File: config.mk
export PLATFORM = sky130hd
export DESIGN_NAME = gray_count_sequencer
export DESIGN_NICKNAME = d
export VERILOG_FILES = /design/src/rtl/gray_count_sequencer.sv
export SDC_FILE = /design/constraint.sdc
export NUM_CORES = 1
export LEC_CHECK = 0
export CAP_MARGIN = 40
export CELL_PAD_IN_SITES_DETAIL_PLACEMENT = 1
export CELL_PAD_IN_SITES_GLOBAL_PLACEMENT = 2
export CORE_ASPECT_RATIO = 0.5
export CORE_MARGIN = 2
export CORE_UTILIZATION = 25
export CTS_BUF_LIST = sky130_fd_sc_hd__clkbuf_4
export DETAILED_ROUTE_END_ITERATION = 8
export GPL_TIMING_DRIVEN = 0
export PLACE_DENSITY = 0.74
export SYNTH_ARGS = -nofsm -noshare
export SYNTH_HDL_FRONTEND = slang
export SYNTH_SLANG_ARGS = --single-unit
File: constraint.sdc
create_clock -name clk -period 4.3 [get_ports clk]
set_input_delay 1.29 -clock clk [delete_from_list [all_inputs] [get_ports clk]]
set_output_delay 1.29 -clock clk [all_outputs]
set_load 0.005 [all_outputs]
File: src/rtl/gray_count_sequencer.sv
// gray_count_sequencer: sequences an external gray counter per command and checks its transitions.
module gray_count_sequencer #(
  parameter int WIDTH = 4,
  parameter int LEN_W = 8
) (
  input  logic             clk,
  input  logic             rst,
  input  logic             cmd_valid,
  output logic             cmd_ready,
  input  logic [LEN_W-1:0] cmd_len,
  input  logic             pause,
  input  logic             abort,
  input  logic [WIDTH-1:0] cnt_gray,
  output logic             cnt_clear,
  output logic             cnt_enable,
  output logic             busy,
  output logic             done,
  output logic             aborted,
  output logic [LEN_W-1:0] steps_done,
  output logic             err
);
  typedef enum logic [1:0] {IDLE, CLEAR, RUN, DONE} state_t;
  state_t state_q, state_d;
  logic [LEN_W-1:0] len_q, len_d, steps_q, steps_d;
  logic [WIDTH-1:0] prev_gray_q, cnt_bin, diff;
  logic prev_en_q, prev_clr_q, err_q, err_d, accept, trans_ok, final_ok, monitor;
  assign cmd_ready  = state_q == IDLE;
  assign accept     = cmd_valid && cmd_ready;
  assign cnt_clear  = state_q == CLEAR;
  assign cnt_enable = state_q == RUN && !pause && !abort;
  assign busy       = state_q != IDLE;
  assign done       = state_q == DONE;
  assign aborted    = (state_q == CLEAR || state_q == RUN) && abort;
  assign steps_done = steps_q;
  assign err        = err_q;
  assign monitor    = state_q == RUN || state_q == DONE;
  always_comb begin
    cnt_bin = '0;
    for (int i = 0; i < WIDTH; i++) cnt_bin[i] = ^(cnt_gray >> i);
  end
  // A legal step after an enable flips exactly one bit; otherwise the count must hold.
  assign diff     = cnt_gray ^ prev_gray_q;
  assign trans_ok = prev_clr_q ? cnt_gray == '0 :
                    prev_en_q  ? (diff != '0 && (diff & (diff - 1'b1)) == '0) : diff == '0;
  assign final_ok = cnt_bin == len_q[WIDTH-1:0];
  always_comb begin
    len_d   = accept ? cmd_len : len_q;
    steps_d = accept ? '0 : steps_q + LEN_W'(cnt_enable);
    err_d   = accept ? 1'b0 : err_q | (monitor && !trans_ok) | (done && !final_ok);
    state_d = aborted           ? IDLE :
              state_q == IDLE   ? (accept ? CLEAR : IDLE) :
              state_q == CLEAR  ? (len_q != '0 ? RUN : DONE) :
              state_q == RUN    ? ((cnt_enable && steps_d == len_q) ? DONE : RUN) : IDLE;
  end
  always_ff @(posedge clk) begin
    if (rst) begin
      state_q     <= IDLE;
      len_q       <= '0;
      steps_q     <= '0;
      err_q       <= 1'b0;
      prev_gray_q <= '0;
      prev_en_q   <= 1'b0;
      prev_clr_q  <= 1'b0;
    end else begin
      state_q     <= state_d;
      len_q       <= len_d;
      steps_q     <= steps_d;
      err_q       <= err_d;
      prev_gray_q <= cnt_gray;
      prev_en_q   <= cnt_enable;
      prev_clr_q  <= cnt_clear;
    end
  end
endmodule

* Word level (Yosys, flattened, before mapping)
Index checks and enable logic that the tools add are counted. W data, S select, Z words.
Storage, ports and cells: flip-flop bits (word level) 25, bits in latches 0, RAM bits 0, bits in read-only memories 0, input port bits 17, output and inout bits 15, logic and storage cells 54, memories kept 0
Operators by class: add/sub/neg operators 2, multipliers 0, divide/modulo/power cells 0, magnitude comparators 0, equal/unequal tests 5, shifts and indexed selects 0, muxes and demuxes 9, bitwise gates (word level) 4, reduce and logical (&&, ||, !) cells 27
Operators with widths (count):
- $reduce_xor A4 Y1 | 4
- $logic_not A4 Y1 | 3
- $add A8 B1 Y8 | 1
- $eq A8 B8 Y1 | 1
- $logic_and A1 B1 Y1 | 8
- $mux W8 | 1
- $reduce_bool A8 Y1 | 1
- $mux W2 | 3
- $mux W1 | 5
- $and A4 B4 Y4 | 1
- $eq A2 B2 Y1 const B | 2
- $eq A4 B4 Y1 | 1
- $logic_not A1 Y1 | 4
- $reduce_bool A4 Y1 | 1
- $reduce_or A2 Y1 | 2
- $sub A4 B1 Y4 const B | 1
- $xor A4 B4 Y4 | 1
- $eq A2 B1 Y1 const B | 1
- $logic_not A2 Y1 | 1
- $logic_or A1 B1 Y1 | 2
- $or A1 B1 Y1 | 2
- $reduce_bool A2 Y1 | 1

* Depth between registers and ports, before layout
Gate-level depths: netlist (run 1).
word-level depth 11, gate-level depth with buffers 11

* Worst setup path before layout (run 1)
OpenSTA, ideal clock, no wires.
kind input to register, start point input pause, end point register state_q[0], arrival time 3.003 ns, slack 1.238 ns, stages 9, path buffers 0, cells stage by stage nor3b_1 -> ha_1 -> ha_1 -> nand3_2 -> xor2_2 -> xnor2_1 -> o32a_1 -> o32ai_1 -> a41o_1
Between the ends: word-level cells in the longest chain between the ends 11
Ends and longest elaborated chain:
- from (decl) | line 11 | input logic pause,
- $logic_not A1 Y1 * | line 30 | assign cnt_enable = state_q == RUN && !pause && !abort;
- $logic_and A1 B1 Y1 * (2 in series) | line 30
- $add A8 B1 Y8 | line 48 | steps_d = accept ? '0 : steps_q + LEN_W'(cnt_enable);
- $mux W8 | line 48
- $eq A8 B8 Y1 | line 53 | state_q == RUN ? ((cnt_enable && steps_d == len_q) ? DONE : RUN) : IDLE;
- $logic_and A1 B1 Y1 * | line 53
- $mux W1 * | line 53
- $mux W2 * | line 53
- $mux W2 * | line 52 | state_q == CLEAR ? (len_q != '0 ? RUN : DONE) :
- $mux W2 * | line 51 | state_q == IDLE ? (accept ? CLEAR : IDLE) :
- to (signal assigned) | line 65 | state_q <= state_d;
- to (decl) | line 23 | state_t state_q, state_d;
Every way passes the cells marked *; elsewhere a longest branch is shown, timed or not. A chain may end at the register's enable or synchronous reset.

* Final worst setup path (run 1)
start point input abort, end point output cnt_enable
Between the ends: word-level cells in the longest chain between the ends 2
Ends and longest elaborated chain:
- from (decl) | line 12 | input logic abort,
- $logic_not A1 Y1 | line 30
- $logic_and A1 B1 Y1 | line 30
- to (decl) | line 15 | output logic cnt_enable,
No other way between the ends.

==> out/qor.yml, run 1 <==
place_congestion: 0.752
r2r-end: "state_q[0]"
post-route-min-period_ps: 3930
power.clock.fraction_pct: 25.3
mostFrequentLayoutCells: "clkdlybuf4s50_1 (30), dfxtp_1 (25), nand2_1 (24)"
tightest_slew_ps: 489
synth-xor-area-share_pct: 12.6
regArea_sq_um: 500
finalWirelength_mm: 3.52
grt_pass1_vias: 1239
die_x_um: 108
clk_latency_ps: 330
drtAntennaViolNets: 0
cts_buffers: 3
dp_hpwl_mm: 2.85
drtIter0Drc: 51
clock_skew_ps: 2.09
finalCritPeriodShare_pct: 91.5
firstDrtPassIters: 4
die_area_sq_um: 6030
post-cts-setup-buffer-count: 0
grt_max_degree: 15
grt-ovfl-total: 0
setup_viol: 0
ys_seq_elements: 25
fmax_ghz: 0.254
start_kind: "input port"
rsz0062_at_grt: "false"
cts_tree: "done"
drcViolationCount: 0
cts_buffer_depth: 2
vias: 1240
synth_compound_area_share_pct: 13.7
syn_nets: 190
min_path_cells: 2
grt_pass1_wl_mm: 5.99
min_from: "len_q[6]"
p_seq_share_pct: 56.5
yosysSeqAreaShare_pct: 37.1
worstPathRequired_ps: 3010
synth_edf_count: 0
maxSlewViolCount: 0
nets: 225
power.internal_w: 0.000316
syn-cell-area_sq_um: 1350
cp-end-kind: "output port"
cp_data_arrival_time_ps: 2640
hp-class: "register to register"
drive_gt1_share_pct: 5.03
crit_type: "input port to output port"
pwr_density_cell_nw_per_um2: 249
core_sq_um: 5070
r2r_slack_ps: 1640
r2r_cells: 11
ys_async_sr_fraction_pct: 0
antennaDiodeCount: 0
fp-row-count: 18
htreeDepth: 1
r2r_start: "state_q[0]"
synth_cell_types: 32
cp_max_fo: 3
setup_tns_ps: 0
synth_flop_cell: "dfxtp_1"
synth_fa_ha_area_share_pct: 7.42
num_io_pins: 32
status: "finished clean"
vias_per_cell: 4.61
timing.hold.ws_ps: 515
syn_inst: 165
wl_per_cell_um: 13.1
syn_avg_cell_area_sq_um: 8.17
multiInputGateArea_sq_um: 781
cts_resized: 0
p_sw_share_pct: 28.2
synthMuxAreaShare_pct: 0
p_sw_w: 0.000124
synthToLayoutAreaGrowth_pct: 30.8
grt.total_usage_pct: 12.6
cts.clk_slew.worst_paths_ps: 140
ys_warn_count: 0
ir_drop_mv: 0.106
hold_path_end: "len_q[6]"
p_comb_share_pct: 18.1
initial_core_util_pct: 26.6
leakagePower_nw: 0.649
hold_violations: 0
antenna_found_initial: 0
port_buffers: 30
root_buffer: "clkbuf_4"
final_common_cell: "clkdlybuf4s50_1"
num-fill-cells: 623
max_slew_margin_pct: 67.4
synth-simple-area-share_pct: 24.1
clock_sinks: 25
cap_violations: 0
synth_top_family_by_area: "simple AND/OR/NAND/NOR gates"
die_y_um: 55.9
ctsHoldBuffers: 0
logic make-up (layout without fill, tap and decap cells):
logic type,Yosys count,count (layout)
AND/OR/NAND/NOR,68,68
AO/OA/AOI/OAI,30,30
flip-flops,25,25
XOR/XNOR,17,17
buffers and inverters,17,51
adder cells (fa/ha/maj),8,8
per-layer routing:
metal,GRT usage (%),wire length (um),vias up
li1,-,-,621
met1,17.0,1740,599
met2,20.6,1660,18
met3,3.16,96,2
met4,2.75,27,0
met5,0,0,-
flip-flops by register name (all words and copies together), names as in the netlist:
register     flops
err              1
len_q            8
prev_clr_q       1
state_q          2
steps_done       8
prev_gray_q      4
prev_en_q        1
cells in the mapped netlist, types with 2 or more instances:
cell	count	area share, %
dfxtp_1	25	37
nand2_1	24	6.7
nor2_1	21	5.8
a21oi_1	15	5.6
xnor2_1	13	8.4
inv_1	12	3.3
ha_1	8	7.4
a31oi_1	4	1.9
clkbuf_1	4	1.1
nor3_1	4	1.5
o21ai_0	4	1.5
nand2b_1	3	1.4
nand3_1	3	1.1
and2_1	2	0.93
nand3_2	2	1.5
nor2b_1	2	0.93
nor4b_1	2	1.3
o22ai_1	2	0.93
xor2_1	2	1.3
critical path, cell delays in order:
cell and delay (ps):
clkdlybuf4s50_1 430, nor3b_1 350, clkdlybuf4s50_1 570
area by class of cell:
cell class              instances  share of cell area (%)
flip-flops and latches         25                    28.4
well taps                      70                    4.96
multi-input cells             123                    44.3
clock buffers                   3                    1.28
inverters                      12                    2.55
repair buffers                 30                    17.0
clock inverters                 1                   0.284
plain buffers                   5                    1.28
power by group through the flow:
stage	Sequential (W)	Combinational [W]	Clock (W)
CTS	0.000248	0.0000815	0.000115
detailed placement	0.000253	0.0000812	0
floorplan	0.000251	0.0000474	0
global placement	0.000253	0.0000792	0
global route	0.000250	0.0000906	0.000128
finish	0.000248	0.0000798	0.000111
through the flow:
stage | util (%) | std cells | cell area, sq um | total power (W) | setup slack [ps]
after global placement | 34.3 | 265 | 1740 | 0.000332 | 356
final | 34.8 | 269 | 1760 | 0.000440 | 365
after CTS | 34.8 | 269 | 1760 | 0.000445 | 346
after global routing | 34.8 | 269 | 1760 | 0.000469 | 262
after detailed placement | 34.3 | 265 | 1740 | 0.000335 | 348
after floorplan | - | 165 | 1350 | 0.000298 | 1240
worst max-delay path by stage:
stage | cells past startpoint | start | slack, ps | end
floorplan | 9 | pause | 1240 | state_q[0]
global placement | 3 | abort | 360 | cnt_enable
detailed placement | 3 | abort | 350 | cnt_enable
CTS | 3 | abort | 350 | cnt_enable
global route | 3 | abort | 260 | cnt_enable
finish | 3 | abort | 370 | cnt_enable
Note: power is estimated with default switching activity, not from simulation.
==> inputs of run 2 (changes only) <==
- CORE_UTILIZATION: 25 -> 31
- CTS_CLUSTER_DIAMETER: not set -> 30
- PLACE_DENSITY: 0.74 -> 0.88
==> out/qor.yml, run 2 (synthesized netlist as in run 1, its figures left out) <==
drtIter0Drc: 37  # -27%
top_layer: "met3"
setup_viol: 0  # unchanged
min_path_cells: 2  # unchanged
die_area_sq_um: 4930  # -18%
wl_met2_mm: 1.55  # -6.8%
rsz0062_at_grt: "false"
vias_per_cell: 4.86  # +5.4%
start_kind: "input port"
clk_latency_ps: 330  # about the same
m1WireLength_mm: 1.80  # +3.9%
post-route-min-period_ps: 3940  # +3.41 ps
num-fill-cells: 500  # -20%
antennaDiodeCount: 0  # unchanged
drive_gt1_share_pct: 5.03  # unchanged
hold_violations: 0  # unchanged
port_buffers: 30  # unchanged
final_common_cell: "clkdlybuf4s50_1"
drcViolationCount: 0  # unchanged
ctsHoldBuffers: 0  # unchanged
hp-class: "register to register"
grt.total_usage_pct: 15.1  # +2.5 points
fin_ws_ps: 362  # -3.41 ps
core_sq_um: 4040  # -20%
place_congestion: 0.809  # +7.6%
met3WireLength_um: 112  # +17%
initial_core_util_pct: 33.4  # +6.7 points
cp_data_arrival_time_ps: 2650  # about the same
fp-row-count: 16  # -2
firstDrtPassIters: 4  # unchanged
clock_sinks: 25  # unchanged
ir_drop_mv: 0.0712  # -33%
hold_path_end: "len_q[6]"
total_power_w: 0.000443  # +0.71%
multiInputGateArea_sq_um: 781  # unchanged
cp-end-kind: "output port"
grt-ovfl-total: 0  # unchanged
cts_buffers: 3  # unchanged
r2r_start: "state_q[0]"
grt_max_degree: 16  # +1
antenna_found_initial: 0  # unchanged
r2r_cells: 11  # unchanged
grt_pass1_vias: 1209  # -2.4%
r2r-end: "state_q[0]"
num_io_pins: 32  # unchanged
min_from: "len_q[6]"
dp_hpwl_mm: 2.83  # -0.88%
cts.clk_slew.worst_paths_ps: 150  # about the same
maxSlewViolCount: 0  # unchanged
root_buffer: "clkbuf_4"
htreeDepth: 1  # unchanged
fmax_ghz: 0.254  # about the same
leakagePower_nw: 0.645  # -0.58%
wl_per_cell_um: 13.7  # +4.6%
cts_buffer_depth: 2  # unchanged
post-cts-setup-buffer-count: 0  # unchanged
die_x_um: 97.3  # -9.8%
r2r_slack_ps: 1630  # about the same
cap_violations: 0  # unchanged
vias: 1229  # -0.89%
regArea_sq_um: 500  # unchanged
clock_skew_ps: 1.42  # -0.665 ps
nets: 225  # unchanged
finalCritPeriodShare_pct: 91.6  # about the same
finalWirelength_mm: 3.47  # -1.6%
die_y_um: 50.6  # -9.5%
grt_pass1_wl_mm: 5.87  # -2.1%
max_slew_margin_pct: 66.4  # -0.94 points
status: "finished clean"
setup_tns_ps: 0  # unchanged
synthToLayoutAreaGrowth_pct: 29.5
mostFrequentLayoutCells: "clkdlybuf4s50_1 (30), dfxtp_1 (25), nand2_1 (24)"
cts_resized: 0  # unchanged
cts_tree: "done"
pre_cts_slack_ps: 334  # -13.3 ps
tightest_slew_ps: 503  # +14.1 ps
cp_max_fo: 3  # unchanged
crit_type: "input port to output port"
pwr_density_cell_nw_per_um2: 253  # +1.7%
drtAntennaViolNets: 0  # unchanged
worstPathRequired_ps: 3010  # about the same
run 2: changes by cell type in the layout (fill, tap and decap cells not counted), sizes merged:
| cell | previous run | this run |
|---|---|---|
| clkinv | 1 | 0 |
| clkinvlp | 0 | 1 |
run 2: critical path, stage by stage:
cell and delay [ps]:
clkdlybuf4s50_1 430, nor3b_1 340, clkdlybuf4s50_1 580
run 2: area by class of cell:
class                      count  share of cell area (%)
clock inverter                 1                   0.430
clock buffer                   3                    1.29
sequential                    25                    28.7
multi-input combinational    123                    44.7
inverter                      12                    2.58
tap                           54                    3.87
timing repair buffer          30                    17.2
buffer                         5                    1.29
run 2: through the flow:
stage	hold WS, ps	cells	area, sq um	utilization, %
3_5_place_dp	493	249	1720	42.5
2_1_floorplan	462	165	1350	-
3_3_place_gp	484	249	1720	42.5
4_1_cts	512	253	1750	43.2
6_report	507	253	1750	43.2
5_1_grt	547	253	1750	43.2
run 2: power by group:
part / leakage [nW] / internal (W) / switching, W / total [W]
Sequential: 0.204 / 0.000240 / 0.00000867 / 0.000248
Combinational: 0.427 / 0.0000410 / 0.0000386 / 0.0000796
Clock: 0.0139 / 0.0000357 / 0.0000791 / 0.000115
Total: 0.645 / 0.000316 / 0.000126 / 0.000443
run 2: layer usage:
layer,up-vias,global-route usage [%]
li1,622,-
met1,588,20.9
met2,19,24.3
met3,0,3.76
met4,0,2.78
met5,-,0
run 2: worst max path at each step:
stage                     start  cells after the start    endpoint  slack, ps
after floorplan           pause                      9  state_q[0]       1240
after global placement    abort                      3  cnt_enable        370
after detailed placement  abort                      3  cnt_enable        330
after CTS                 abort                      3  cnt_enable        340
after global routing      abort                      3  cnt_enable        180
final                     abort                      3  cnt_enable        360
==> inputs of run 3 (changes only) <==
- CTS_CLUSTER_DIAMETER: 30 -> 200
- GPL_TIMING_DRIVEN: 0 -> 1
- SETUP_SLACK_MARGIN: not set -> 0.4
==> out/qor.yml, run 3 (synthesized netlist as in run 1, its figures left out) <==
initial_core_util_pct: 33.4  # unchanged
rsz0062_at_grt: "false"
crit_type: "input port to output port"
antennaDiodeCount: 0  # unchanged
die_y_um: 50.6  # unchanged
fmax_ghz: 0.261  # +2.8%
multiInputGateArea_sq_um: 786  # +0.64%
drtAntennaViolNets: 0  # unchanged
cp-end-kind: "output port"
cap_violations: 0  # unchanged
place_congestion: 0.745  # -7.9%
dp_hpwl_mm: 2.77  # -2.1%
clock_skew_ps: 4.86  # +3.44 ps
fp-row-count: 16  # unchanged
finalWirelength_mm: 3.56  # +2.6%
root_buffer: "clkbuf_4"
vias_per_cell: 4.90  # +0.95%
nets: 221  # -1.8%
setup_viol: 0  # unchanged
clk_latency_ps: 330  # about the same
firstDrtPassIters: 4  # unchanged
post-route-min-period_ps: 3830  # -109 ps
grt_pass1_wl_mm: 6.10  # +4.0%
final_common_cell: "clkdlybuf4s50_1"
status: "finished clean"
r2r_start: "state_q[0]"
r2r_slack_ps: 1680  # +50 ps
cts_tree: "done"
drtIter0Drc: 29  # -22%
antenna_found_initial: 0  # unchanged
cts.clk_slew.worst_paths_ps: 150  # about the same
port_buffers: 31  # +3.3%
post-route-util_pct: 43.0  # -0.19 points
r2r_cells: 11  # unchanged
worstSetupStartpoint: "abort"
hold_violations: 0  # unchanged
ir_drop_mv: 0.109  # +53%
grt.total_usage_pct: 15.7  # +0.64 points
leakagePower_nw: 0.645  # about the same
cts_buffer_depth: 2  # unchanged
endpoint: "cnt_enable"
wl_per_cell_um: 14.3  # +4.2%
grt-ovfl-total: 0  # unchanged
start_kind: "input port"
regArea_sq_um: 500  # unchanged
synthToLayoutAreaGrowth_pct: 28.9
setup_tns_ps: 0  # unchanged
die_x_um: 97.3  # unchanged
pwr_density_cell_nw_per_um2: 257  # +1.3%
num_io_pins: 32  # unchanged
htreeDepth: 1  # unchanged
worstPathRequired_ps: 3010  # about the same
hp-class: "register to register"
tightest_slew_ps: 617  # +114 ps
grt_pass1_vias: 1228  # +1.6%
core_sq_um: 4040  # unchanged
drive_gt1_share_pct: 5.13  # +0.10 points
finalCritPeriodShare_pct: 89.1  # -2.5 points
num-fill-cells: 506  # +1.2%
max_slew_margin_pct: 58.7  # -7.7 points
drcViolationCount: 0  # unchanged
grt_max_degree: 18  # +2
vias: 1221  # -0.65%
mostFrequentLayoutCells: "clkdlybuf4s50_1 (31), dfxtp_1 (25), nand2_1 (24)"
die_area_sq_um: 4930  # unchanged
maxSlewViolCount: 0  # unchanged
cp_data_arrival_time_ps: 2540  # -110 ps
r2r-end: "state_q[0]"
clock_sinks: 25  # unchanged
cp_max_fo: 3  # unchanged
cts_buffers: 3  # unchanged
-- run 3: routing by layer --
layer	global-route usage (%)	vias to the layer above	share of wire (%)
li1	-	616	-
met3	3.34	4	4.1
met1	21.2	580	50
met4	4.17	0	1.1
met2	25.9	21	45
met5	0	-	0
-- run 3: how the worst min path moves through the flow --
| stage | startpoint | endpoint | slack, ps | cells after the start |
|---|---|---|---|---|
| final | len_q[6] | len_q[6] | 510 | 2 |
| after global placement | len_q[6] | len_q[6] | 480 | 2 |
| after detailed placement | len_q[6] | len_q[6] | 500 | 2 |
| after global routing | len_q[6] | len_q[6] | 560 | 2 |
| after CTS | len_q[6] | len_q[6] | 520 | 2 |
| after floorplan | len_q[7] | len_q[7] | 460 | 2 |
-- run 3: metrics by stage --
step / hold slack [ps] / instances / total power, W / worst slack (ps) / area [sq um]
finish: 513 / 249 / 0.000446 / 470 / 1740
global route: 564 / 249 / 0.000475 / 427 / 1740
CTS: 520 / 249 / 0.000450 / 471 / 1740
detailed placement: 502 / 245 / 0.000333 / 358 / 1700
global placement: 485 / 245 / 0.000330 / 433 / 1700
floorplan: 462 / 165 / 0.000298 / 1240 / 1350
-- run 3: timing repair --
item                                    in CTS  in global routing
hold buffers                                 0                  0
endpoints found under the setup margin       1                  0
gates resized for setup                      1                  0
buffers inserted                             0                  0
-- run 3: cell type report --
class / count / area share, %
tap: 54 / 3.88
clock buffer: 4 / 1.73
timing repair buffer: 31 / 17.8
sequential: 25 / 28.8
multi-input combinational: 123 / 45.2
inverter: 12 / 2.59
-- run 3: power breakdown --
part           switching (W)  leakage (nW)  internal, W  total (W)
clock network      0.0000759        0.0184    0.0000427   0.000119
registers         0.00000921         0.204     0.000240   0.000249
logic              0.0000387         0.422    0.0000402  0.0000789
total               0.000124         0.645     0.000323   0.000446
-- run 3: critical path, stage by stage --
cell             delay, ps
clkdlybuf4s50_1        450
nor3b_2                250
clkdlybuf4s50_1        540
